==> config.mk <==
export PLATFORM = sky130hd
export DESIGN_NAME = cla_pipe_addsub
export DESIGN_NICKNAME = d
export VERILOG_FILES = /design/src/rtl/cla_pipe_addsub.sv
export SDC_FILE = /design/constraint.sdc
export NUM_CORES = 1
export LEC_CHECK = 0
export CAP_MARGIN = 20
export CELL_PAD_IN_SITES_DETAIL_PLACEMENT = 0
export CELL_PAD_IN_SITES_GLOBAL_PLACEMENT = 1
export CORE_UTILIZATION = 36
export CTS_CLUSTER_SIZE = 30
export DETAILED_ROUTE_END_ITERATION = 8
export PLACE_DENSITY = 0.8
export SYNTH_ARGS = -nofsm -noshare
export SYNTH_HDL_FRONTEND = slang
export SYNTH_SLANG_ARGS = --single-unit
==> constraint.sdc <==
create_clock -name clk -period 3.3 [get_ports clk]
set_input_delay 0.495 -clock clk [delete_from_list [all_inputs] [get_ports clk]]
set_output_delay 0.495 -clock clk [all_outputs]
set_load 0.005 [all_outputs]
==> src/rtl/cla_pipe_addsub.sv <==
// cla_pipe_addsub: pipelined two-level carry-lookahead adder/subtractor.
// Each stage resolves GPS 4-bit groups; a single global advance gives valid/ready flow control.
module cla_pipe_addsub #(
  parameter int WIDTH = 16,
  parameter int GPS = 2
) (
  input  logic             clk,
  input  logic             rst,
  input  logic             in_valid,
  output logic             in_ready,
  input  logic [WIDTH-1:0] a,
  input  logic [WIDTH-1:0] b,
  input  logic             cin,
  input  logic             sub,
  output logic             out_valid,
  input  logic             out_ready,
  output logic [WIDTH-1:0] sum,
  output logic             cout,
  output logic             ovf,
  output logic             zero
);
  localparam int C = 4 * GPS;
  localparam int NSTG = WIDTH / C;
  localparam logic [WIDTH-1:0] M = WIDTH'({C{1'b1}});
  logic adv;
  logic [WIDTH-1:0] x_q [NSTG];
  logic [WIDTH-1:0] y_q [NSTG];
  logic [WIDTH-1:0] x_d [NSTG];
  logic [WIDTH-1:0] y_d [NSTG];
  logic [NSTG-1:0] c_q, c_d, v_q, v_d;
  logic ovf_q, ovf_d, zero_q, zero_d;
  // Flattened sum-of-products lookahead over group propagate/generate.
  function automatic logic [GPS:0] look(input logic [GPS-1:0] gp, input logic [GPS-1:0] gg, input logic c0);
    logic [GPS:0] r;
    logic t;
    for (int j = 0; j <= GPS; j++) begin
      r[j] = c0;
      for (int m = 0; m < j; m++) r[j] = r[j] & gp[m];
      for (int i = 0; i < j; i++) begin
        t = gg[i];
        for (int m = i + 1; m < j; m++) t = t & gp[m];
        r[j] = r[j] | t;
      end
    end
    return r;
  endfunction
  assign adv = !v_q[NSTG-1] || out_ready;
  assign in_ready = adv;
  assign out_valid = v_q[NSTG-1];
  assign sum = x_q[NSTG-1];
  assign cout = c_q[NSTG-1];
  assign ovf = ovf_q;
  assign zero = zero_q;
  for (genvar k = 0; k < NSTG; k++) begin : g_stg
    logic [WIDTH-1:0] xin, yin;
    logic ci, vi;
    logic [GPS-1:0] gp, gg;
    logic [GPS:0] cg;
    logic [C-1:0] s;
    if (k == 0) begin : g_in
      assign xin = a;
      assign yin = sub ? ~b : b;
      assign ci = sub | cin;
      assign vi = in_valid;
    end else begin : g_prev
      assign xin = x_q[k-1];
      assign yin = y_q[k-1];
      assign ci = c_q[k-1];
      assign vi = v_q[k-1];
    end
    for (genvar j = 0; j < GPS; j++) begin : g_grp
      logic [3:0] p, g, c;
      assign p = xin[k*C+4*j +: 4] ^ yin[k*C+4*j +: 4];
      assign g = xin[k*C+4*j +: 4] & yin[k*C+4*j +: 4];
      assign gp[j] = &p;
      assign gg[j] = g[3] | p[3] & g[2] | p[3] & p[2] & g[1] | p[3] & p[2] & p[1] & g[0];
      assign c = {g[2] | p[2] & g[1] | p[2] & p[1] & g[0] | p[2] & p[1] & p[0] & cg[j],
                  g[1] | p[1] & g[0] | p[1] & p[0] & cg[j],
                  g[0] | p[0] & cg[j],
                  cg[j]};
      assign s[4*j +: 4] = p ^ c;
    end
    assign cg = look(gp, gg, ci);
    // Resolved sum bits overwrite the operand-A bits they consumed.
    assign x_d[k] = (xin & ~(M << (k * C))) | (WIDTH'(s) << (k * C));
    assign y_d[k] = yin;
    assign c_d[k] = cg[GPS];
    assign v_d[k] = vi;
    if (k == NSTG - 1) begin : g_last
      assign ovf_d = (xin[WIDTH-1] == yin[WIDTH-1]) && (x_d[k][WIDTH-1] != xin[WIDTH-1]);
      assign zero_d = x_d[k] == '0;
    end
  end
  always_ff @(posedge clk) begin
    if (rst) begin
      x_q <= '{default: '0};
      y_q <= '{default: '0};
      c_q <= '0;
      v_q <= '0;
      ovf_q <= 1'b0;
      zero_q <= 1'b0;
    end else if (adv) begin
      x_q <= x_d;
      y_q <= y_d;
      c_q <= c_d;
      v_q <= v_d;
      ovf_q <= ovf_d;
      zero_q <= zero_d;
    end
  end
endmodule

* After elaboration in Yosys (flattened, before gate mapping) *
Index checks and enable logic that the tools add are counted.

storage, ports and cells
  output and inout bits = 21
  register bits = 54
  input port bits = 38
  word-level logic and storage cells = 138

operators by class
  mux-type cells = 1
  bitwise logic cells = 120
  reductions and logical operators = 8
  equality and inequality tests = 2

operator list
  operator           number
  $and 1x1->1        62
  $or 1x1->1         43
  $xor 4x4->4        8
  $and 4x4->4        4
  $logic_not 16->1   1
  $mux 16            1
  $not 16->16        1
  $or 16x8->16       1
  $or 8x16->16       1
  $reduce_and 4->1   4
  $eq 1x1->1         1
  $logic_and 1x1->1  1
  $logic_not 1->1    1
  $logic_or 1x1->1   1
  $ne 1x1->1         1

* Longest topological paths before layout *
Gate-level depths: netlist of run 1.

  depth after elaboration = 12
  gate-level depth with buffers = 12
  depth with buffers taken out = 10

* Worst setup path before layout of run 1 *
No wires, ideal clock.

  path type = input to register
  from = input port sub
  to = register x_q, in the netlist g_stg[1].xin[4]
  cell stages on the path = 10
  arrival = 2,631 ps
  required time = 3,214 ps
  setup slack = 584 ps
  setup time = 86 ps
  buffers on the path = 2
  path through = buf_2 -> buf_2 -> xor2_1 -> ha_1 -> a21oi_1 -> nand2_1 -> a21o_1 -> a21oi_1 -> fa_1 -> a211oi_1

between the ends
  longest elaborated chain between the ends = 9
  elaborated cells on any way between the ends = 18
  those cells by class = mux (1); bitwise (16); reduce/logical (1)

RTL lines
  item                                                           line    source
  start, declared                                                14      input logic sub,
  $mux 16                                                        62      assign yin = sub ? ~b : b;
  $xor 4x4->4 / $and 4x4->4 (equally long branches)              73, 74
  $and 1x1->1                                                    76      assign gg[j] = g[3] | p[3] & g[2] | p[3] & p[2] & g[1] | p[3] & p[2] & p[1] & g[0];
  $or 1x1->1 / $and 1x1->1 (equally long branches) (2 in a row)  76
  $or 1x1->1                                                     76
  $or 1x1->1                                                     42      r[j] = r[j] | t;
  $xor 4x4->4 (*)                                                81      assign s[4*j +: 4] = p ^ c;
  $or 16x8->16 (*)                                               85      assign x_d[k] = (xin & ~(M << (k * C))) | (WIDTH'(s) << (k * C));
  end signal, assigned                                           96      x_q <= '{default: '0};
  end signal, assigned                                           103     x_q <= x_d;
  end, declared                                                  26      logic [WIDTH-1:0] x_q [NSTG];

Mark *: on every way between the ends. The rest lies on a longest branch, timed or not.
A chain may end at the register's enable or synchronous reset.

* Worst setup path in the final report of run 1 *
  from = register x_q, in the netlist g_stg[1].xin[8]
  to = register zero_q, in the netlist zero

between the ends
  longest elaborated chain between the ends = 9
  elaborated cells on any way between the ends = 29
  those cells by class = bitwise (27); reduce/logical (2)

RTL lines
  item                                                    line        source
  $xor 4x4->4 / $and 4x4->4 (equally long branches)       73, 74
  $reduce_and 4->1 / $and 1x1->1 (equally long branches)  75, 76
  $and 1x1->1 / $or 1x1->1 (equally long branches)        38, 76
  $or 1x1->1                                              42
  $and 1x1->1, on equally long branches                   79, 77, 78
  $or 1x1->1, on equally long branches                    79, 77, 78
  $xor 4x4->4                                             81
  $or 8x16->16 (*)                                        85
  $logic_not 16->1 (*)                                    91          assign zero_d = x_d[k] == '0;
  end signal, assigned                                    108         zero_q <= zero_d;
  end, declared                                           31          logic ovf_q, ovf_d, zero_q, zero_d;

Marks and branches as above.

==> results.sh, run 1 <==
export IMPL_crit_slowest_cell="or4_4"
export IMPL_cts_hold_buf=0
export IMPL_synthAdderAreaFrac_pct=11.4
export IMPL_synth_edf_count=0
export IMPL_initial_core_util_pct=38.0
export IMPL_p_per_area_mw_per_mm2=448
export IMPL_setup_ws_ps=656
export IMPL_cp_start_kind="flop"
export IMPL_worstPathRequired_ps=3540
export IMPL_post_cts_resized=0
export IMPL_synth_xor_area_share_pct=9.27
export IMPL_r2r_end="zero$_SDFFE_PP0P_"
export IMPL_critPathKind="reg -> reg"
export IMPL_synth_area_mm2=0.00246
export IMPL_synth_distinct_cells=41
export IMPL_grt_remaining_overflow=0
export IMPL_cp_arrival_ps=2880
export IMPL_max_freq_ghz=0.378
export IMPL_drc=0
export IMPL_slew_viol_final=0
export IMPL_synthMuxAreaShare_pct=0.866
export IMPL_htreeDepth=2
export IMPL_period_share_pct=80.1
export IMPL_die_w_um=84.6
export IMPL_status="complete, no violations"
export IMPL_num_vias=2086
export IMPL_async_flop_share_pct=0
export IMPL_drive_gt1_share_pct=5.57
export IMPL_grt_pass1_wl_um=8970
export IMPL_io_buffers=58
export IMPL_ff2ff_path_depth=9
export IMPL_wl_per_cell_um=12.7
export IMPL_grt_use_total_pct=15.8
export IMPL_antenna_found_initial=0
export IMPL_clk_latency_ps=300
export IMPL_synth_main_ff_cell="dfxtp_1"
export IMPL_crit_cells=9
export IMPL_core_mm2=0.00646
export IMPL_dp_hpwl_um=3840
export IMPL_totalWireLength_um=5320
export IMPL_cp_top_family="adder cells"
export IMPL_antenna_cells=0
export IMPL_root_buffer="clkbuf_8"
export IMPL_cts_sinks=46
export IMPL_yosysSeqAreaShare_pct=37.5
export IMPL_slowest_delay_ps=430
export IMPL_io_pins=59
export IMPL_synth_compound_area_share_pct=16.8
export IMPL_clk_pin_slew_worst_paths_ps=90
export IMPL_grt_pass1_vias=1877
export IMPL_synth_seq_cells=46
export IMPL_die_area_mm2=0.00716
export IMPL_worstMarginPinSlew_ps=953
export IMPL_cp_max_fo=3
export IMPL_setup_viol=0
export IMPL_post_cts_buffers=0
export IMPL_r2r_slack_ps=660
export IMPL_avgSynthCellArea_um2=8.50
export IMPL_leakage_nw=1.29
export IMPL_hold_viol=0
export IMPL_hold_depth=2
export IMPL_cts_max_path_buffers=2
export IMPL_syn_to_final_growth_pct=30.0
export IMPL_synth_nets=347
export IMPL_fin_setup_tns_ps=0
export IMPL_drt_pass1_iterations=6
export IMPL_max_vdd_ir_drop_v=0.000145
export IMPL_holdPathEnd="sum[7]$_SDFFE_PP0P_"
export IMPL_fin_nets=398
export IMPL_worstHoldPathType="reg -> reg"
export IMPL_relSlewSlack_pct=36.4
export IMPL_nFillCells=642
export IMPL_netlist_instances=289
export IMPL_synth_top_family_by_area="simple AND/OR/NAND/NOR gates"
export IMPL_synth_simple_area_share_pct=19.0
export IMPL_hp_start="sum[7]$_SDFFE_PP0P_"
export IMPL_cp_num_buf_inv=0
export IMPL_cts_tree="done"
export IMPL_period_needed_ps=2640
export IMPL_grt_setup_unrepaired="false"
export IMPL_die_h_um=84.6
export IMPL_gp_congestion=0.801
export IMPL_cp_cell_sequence="ha_1 -> a21o_1 -> a41oi_2 -> nand2_1 -> fa_1 -> xnor2_1 -> nand4_1 -> or4_4 -> o21ai_2"
export IMPL_drt_initial_drc_count=113
export IMPL_cts_made_buffers=5
export IMPL_detail_route_antenna_nets=0
export IMPL_yosysWarnings=0
export IMPL_dp_slack_ps=395
export IMPL_drv_cap=0
export IMPL_end_kind="flop"
export IMPL_clock_skew_ps=5.67
export IMPL_avgViaCountPerCell=4.99
export IMPL_num_rows=29
export IMPL_r2r_start="g_stg[1].xin[8]$_SDFFE_PP0P_"
export IMPL_grt_max_degree=57
==> where the power goes <==
part	switching (mW)	internal, mW	total (mW)
Sequential	0.0389	0.617	0.656
Clock	0.187	0.212	0.399
Combinational	0.172	0.203	0.375
==> routing by layer <==
metal / part of all wire (%) / global-route usage (%)
met3: 4.0 / 3.34
met1: 52 / 22.5
met2: 43 / 23.9
met4: 1.4 / 5.08
met5: 0 / 0
==> worst reg2reg max path: stages, from the launching register on <==
cell and delay, ps:
dfxtp_1 340, ha_1 310, a21o_1 200, a41oi_2 250
nand2_1 100, fa_1 380, xnor2_1 350, nand4_1 120
or4_4 430, o21ai_2 110
==> cell type report <==
cell class | count | area, um2 | area share [%]
clock buffers | 8 | 110 | 3.45
inverters | 10 | 37.5 | 1.18
multi-input cells | 215 | 1410 | 44.2
flip-flops and latches | 46 | 921 | 28.8
well taps | 77 | 96.3 | 3.02
repair buffers | 62 | 618 | 19.3
==> kinds of logic after synthesis <==
logic type               Yosys count
AND/OR/NAND/NOR                  103
AO/OA/AOI/OAI                     64
flip-flops                        46
buffers and inverters             28
XOR/XNOR                          26
adder cells (fa/ha/maj)           20
multiplexers                       2
==> per-stage QoR <==
step                util (%)  power (mW)  hold WS, ps  area, um2  cells
floorplan                  -       0.893          432       2460    289
global placement        47.8        1.04          441       3080    410
detailed placement      47.8        1.05          447       3080    410
CTS                     49.5        1.45          459       3190    418
global route            49.5        1.52          480       3190    418
finish                  49.5        1.43          454       3190    418
==> cells in the mapped netlist, types with 2 or more instances <==
library cell | number | area share [%]
nor3_1 | 3 | 0.61
xor2_1 | 12 | 4.3
clkbuf_1 | 10 | 1.5
nand3b_1 | 7 | 2.1
nor2_1 | 23 | 3.5
o21ai_0 | 5 | 1.0
o21a_1 | 2 | 0.61
a211oi_1 | 15 | 4.6
dfxtp_1 | 46 | 37
nand2_1 | 53 | 8.1
xnor2_1 | 14 | 5.0
nand3_1 | 4 | 0.81
buf_1 | 2 | 0.31
a31oi_1 | 2 | 0.51
nor4b_1 | 2 | 0.71
a21o_1 | 3 | 0.92
ha_1 | 16 | 8.1
a21oi_1 | 29 | 5.9
nand4_1 | 3 | 0.76
fa_1 | 4 | 3.3
inv_1 | 9 | 1.4
nor4_1 | 3 | 0.76
buf_2 | 4 | 0.81
==> state kept, by name, summed over array words and instances, names as in the netlist <==
| signal | flops |
|---|---|
| c_q | 2 |
| g_stg.xin | 16 |
| g_stg.yin | 8 |
| ovf | 1 |
| sum | 16 |
| v_q | 2 |
| zero | 1 |
==> placed cells by master (no fill, tap or decap), types with 3 or more instances in the layout <==
cell type	instances
a21oi_1	29
dfxtp_1	46
nand4_1	3
nand3_1	4
ha_1	16
nor4_1	3
nand2_1	53
a21o_1	3
inv_1	9
fa_1	4
clkbuf_8	8
nor3_1	3
xor2_1	12
o21ai_0	5
clkdlybuf4s50_1	57
xnor2_1	14
nand3b_1	7
buf_4	3
nor2_1	23
a211oi_1	15
==> how the worst max path moves through the flow <==
stage | startpoint | endpoint | slack [ps]
4_1_cts | g_stg[1].xin[8]$_SDFFE_PP0P_ | zero$_SDFFE_PP0P_ | 670
3_3_place_gp | sub | g_stg[1].xin[4]$_SDFFE_PP0P_ | 420
5_1_grt | g_stg[1].xin[8]$_SDFFE_PP0P_ | zero$_SDFFE_PP0P_ | 540
3_5_place_dp | sub | g_stg[1].xin[4]$_SDFFE_PP0P_ | 390
2_1_floorplan | sub | g_stg[1].xin[4]$_SDFFE_PP0P_ | 580
6_report | g_stg[1].xin[8]$_SDFFE_PP0P_ | zero$_SDFFE_PP0P_ | 660
Power figures use the tool's default switching activity.
==> run 2: changes to the inputs <==
- CORE_UTILIZATION: 36 -> 33
- PLACE_DENSITY: 0.8 -> 0.77
- clock period: 3.3 -> 2.3 ns (I/O delays scaled with it)
==> results.sh, run 2 (synthesis gave the netlist of run 1 again) <==
export IMPL_cts_hold_buf=0
export IMPL_antenna_found_initial=0
export IMPL_cp_num_buf_inv=0
export IMPL_detail_route_antenna_nets=0
export IMPL_status="complete, but fails checks"
export IMPL_placed_area_mm2=0.00327
export IMPL_gp_congestion=0.833
export IMPL_final_cell_mix="clkdlybuf4s50_1, nand2_1, dfxtp_1, buf_4, a21oi_1"
export IMPL_nFillCells=742
export IMPL_grt_remaining_overflow=0
export IMPL_dp_hpwl_um=4370
export IMPL_cp_cell_sequence="ha_4 -> a21o_1 -> a41oi_2 -> nand2_1 -> fa_1 -> nor3b_2 -> nand4_1 -> or4_4 -> o21ai_2"
export IMPL_num_rows=31
export IMPL_worstHoldPathType="reg -> reg"
export IMPL_grt_pass1_vias=2099
export IMPL_die_w_um=88.3
export IMPL_grt_setup_unrepaired="true"
export IMPL_end_kind="flop"
export IMPL_wl_met3_um=181
export IMPL_fin_setup_tns_ps=-41.2
export IMPL_leakage_nw=1.42
export IMPL_drt_pass1_iterations=4
export IMPL_violations="setup timing"
export IMPL_initial_core_util_pct=34.1
export IMPL_cp_max_fo=2
export IMPL_design_area_mm2=0.00344
export IMPL_worstMarginPinSlew_ps=479
export IMPL_clock_skew_ps=7.78
export IMPL_io_buffers=58
export IMPL_cts_tree="done"
export IMPL_cts_sinks=46
export IMPL_relSlewSlack_pct=68.1
export IMPL_met1_length_um=2970
export IMPL_slew_viol_final=0
export IMPL_cp_arrival_ps=2570
export IMPL_num_vias=2239
export IMPL_grt_use_total_pct=16.3
export IMPL_htreeDepth=2
export IMPL_cp_top_family="simple AND/OR/NAND/NOR gates"
export IMPL_clk_pin_slew_worst_paths_ps=80
export IMPL_drt_initial_drc_count=83
export IMPL_worstPathRequired_ps=2530
export IMPL_critPathKind="reg -> reg"
export IMPL_antenna_cells=0
export IMPL_grt_pass1_wl_um=9790
export IMPL_avgViaCountPerCell=4.82
export IMPL_setup_ws_ps=-41.2
export IMPL_cts_max_path_buffers=2
export IMPL_period_needed_ps=2340
export IMPL_fin_nets=424
export IMPL_cts_made_buffers=5
export IMPL_core_mm2=0.00721
export IMPL_p_per_area_mw_per_mm2=598
export IMPL_drc=0
export IMPL_cp_start_kind="flop"
export IMPL_slowest_delay_ps=480
export IMPL_max_freq_ghz=0.427
export IMPL_root_buffer="clkbuf_8"
export IMPL_hold_viol=0
export IMPL_drive_gt1_share_pct=14.8
export IMPL_syn_to_final_growth_pct=39.9
export IMPL_setup_viol=1
export IMPL_dr_max_layer_used="met4"
export IMPL_die_h_um=88.3
export IMPL_grt_max_degree=45
export IMPL_totalWireLength_um=5920
export IMPL_period_share_pct=102
export IMPL_clk_latency_ps=300
export IMPL_crit_slowest_cell="fa_1"
export IMPL_drv_cap=0
export IMPL_layout_commonest_cell="clkdlybuf4s50_1"
export IMPL_wl_per_cell_um=12.7
export IMPL_max_vdd_ir_drop_v=0.000262
export IMPL_dr_wl_met2_um=2680
export IMPL_io_pins=59
export IMPL_die_area_mm2=0.00780
[run 2: worst min-delay path, stage by stage (launching register included)]
cell and delay [ps]:
dfxtp_1 310, nand2_1 50, a21oi_1 50
[run 2: final cells by class]
| type | count | area (um2) | share of cell area (%) |
|---|---|---|---|
| clock inverter | 2 | 10.0 | 0.291 |
| tap | 99 | 124 | 3.60 |
| multi-input combinational | 215 | 1470 | 42.7 |
| inverter | 10 | 37.5 | 1.09 |
| timing repair buffer | 88 | 805 | 23.4 |
| sequential | 46 | 923 | 26.9 |
| clock buffer | 5 | 68.8 | 2.00 |
[run 2: worst paths after layout]
kind	startpoint	endpoint	slack, ps	depth (start not counted)
min	sum[7]$_SDFFE_PP0P_	sum[7]$_SDFFE_PP0P_	450	2
min reg2reg	sum[7]$_SDFFE_PP0P_	sum[7]$_SDFFE_PP0P_	450	2
max	g_stg[1].yin[8]$_SDFFE_PP0P_	zero$_SDFFE_PP0P_	-40	9
max reg2reg	g_stg[1].yin[8]$_SDFFE_PP0P_	zero$_SDFFE_PP0P_	-40	9
[run 2: where the power goes]
group          switching (mW)  internal (mW)  total [mW]
Combinational           0.276          0.364       0.640
Clock                   0.263          0.204       0.468
Sequential             0.0618          0.886       0.948
Total                   0.601           1.45        2.06
[run 2: metrics by stage]
step / setup WS [ps] / hold WS [ps] / utilization, % / power, mW / instances
final: -41.2 / 452 / 47.6 / 2.06 / 465
after global routing: -169 / 481 / 47.6 / 2.19 / 465
after CTS: -54.4 / 456 / 46.8 / 2.05 / 461
after detailed placement: -432 / 445 / 45.4 / 1.58 / 454
after global placement: -369 / 440 / 45.4 / 1.56 / 454
after floorplan: -36.0 / 432 / - / 1.29 / 289
[run 2: routing by layer]
layer,vias up,global-route usage [%]
li1,1145,-
met1,1040,22.7
met2,42,25.4
met3,12,3.08
met4,0,5.13
met5,-,0
[run 2: what timing repair did]
item | in CTS | in global routing
gates cloned | 0 | 0
pin swaps | 0 | 7
setup endpoints to repair | 4 | 4
gates resized for setup | 6 | 5
setup buffers | 0 | 4
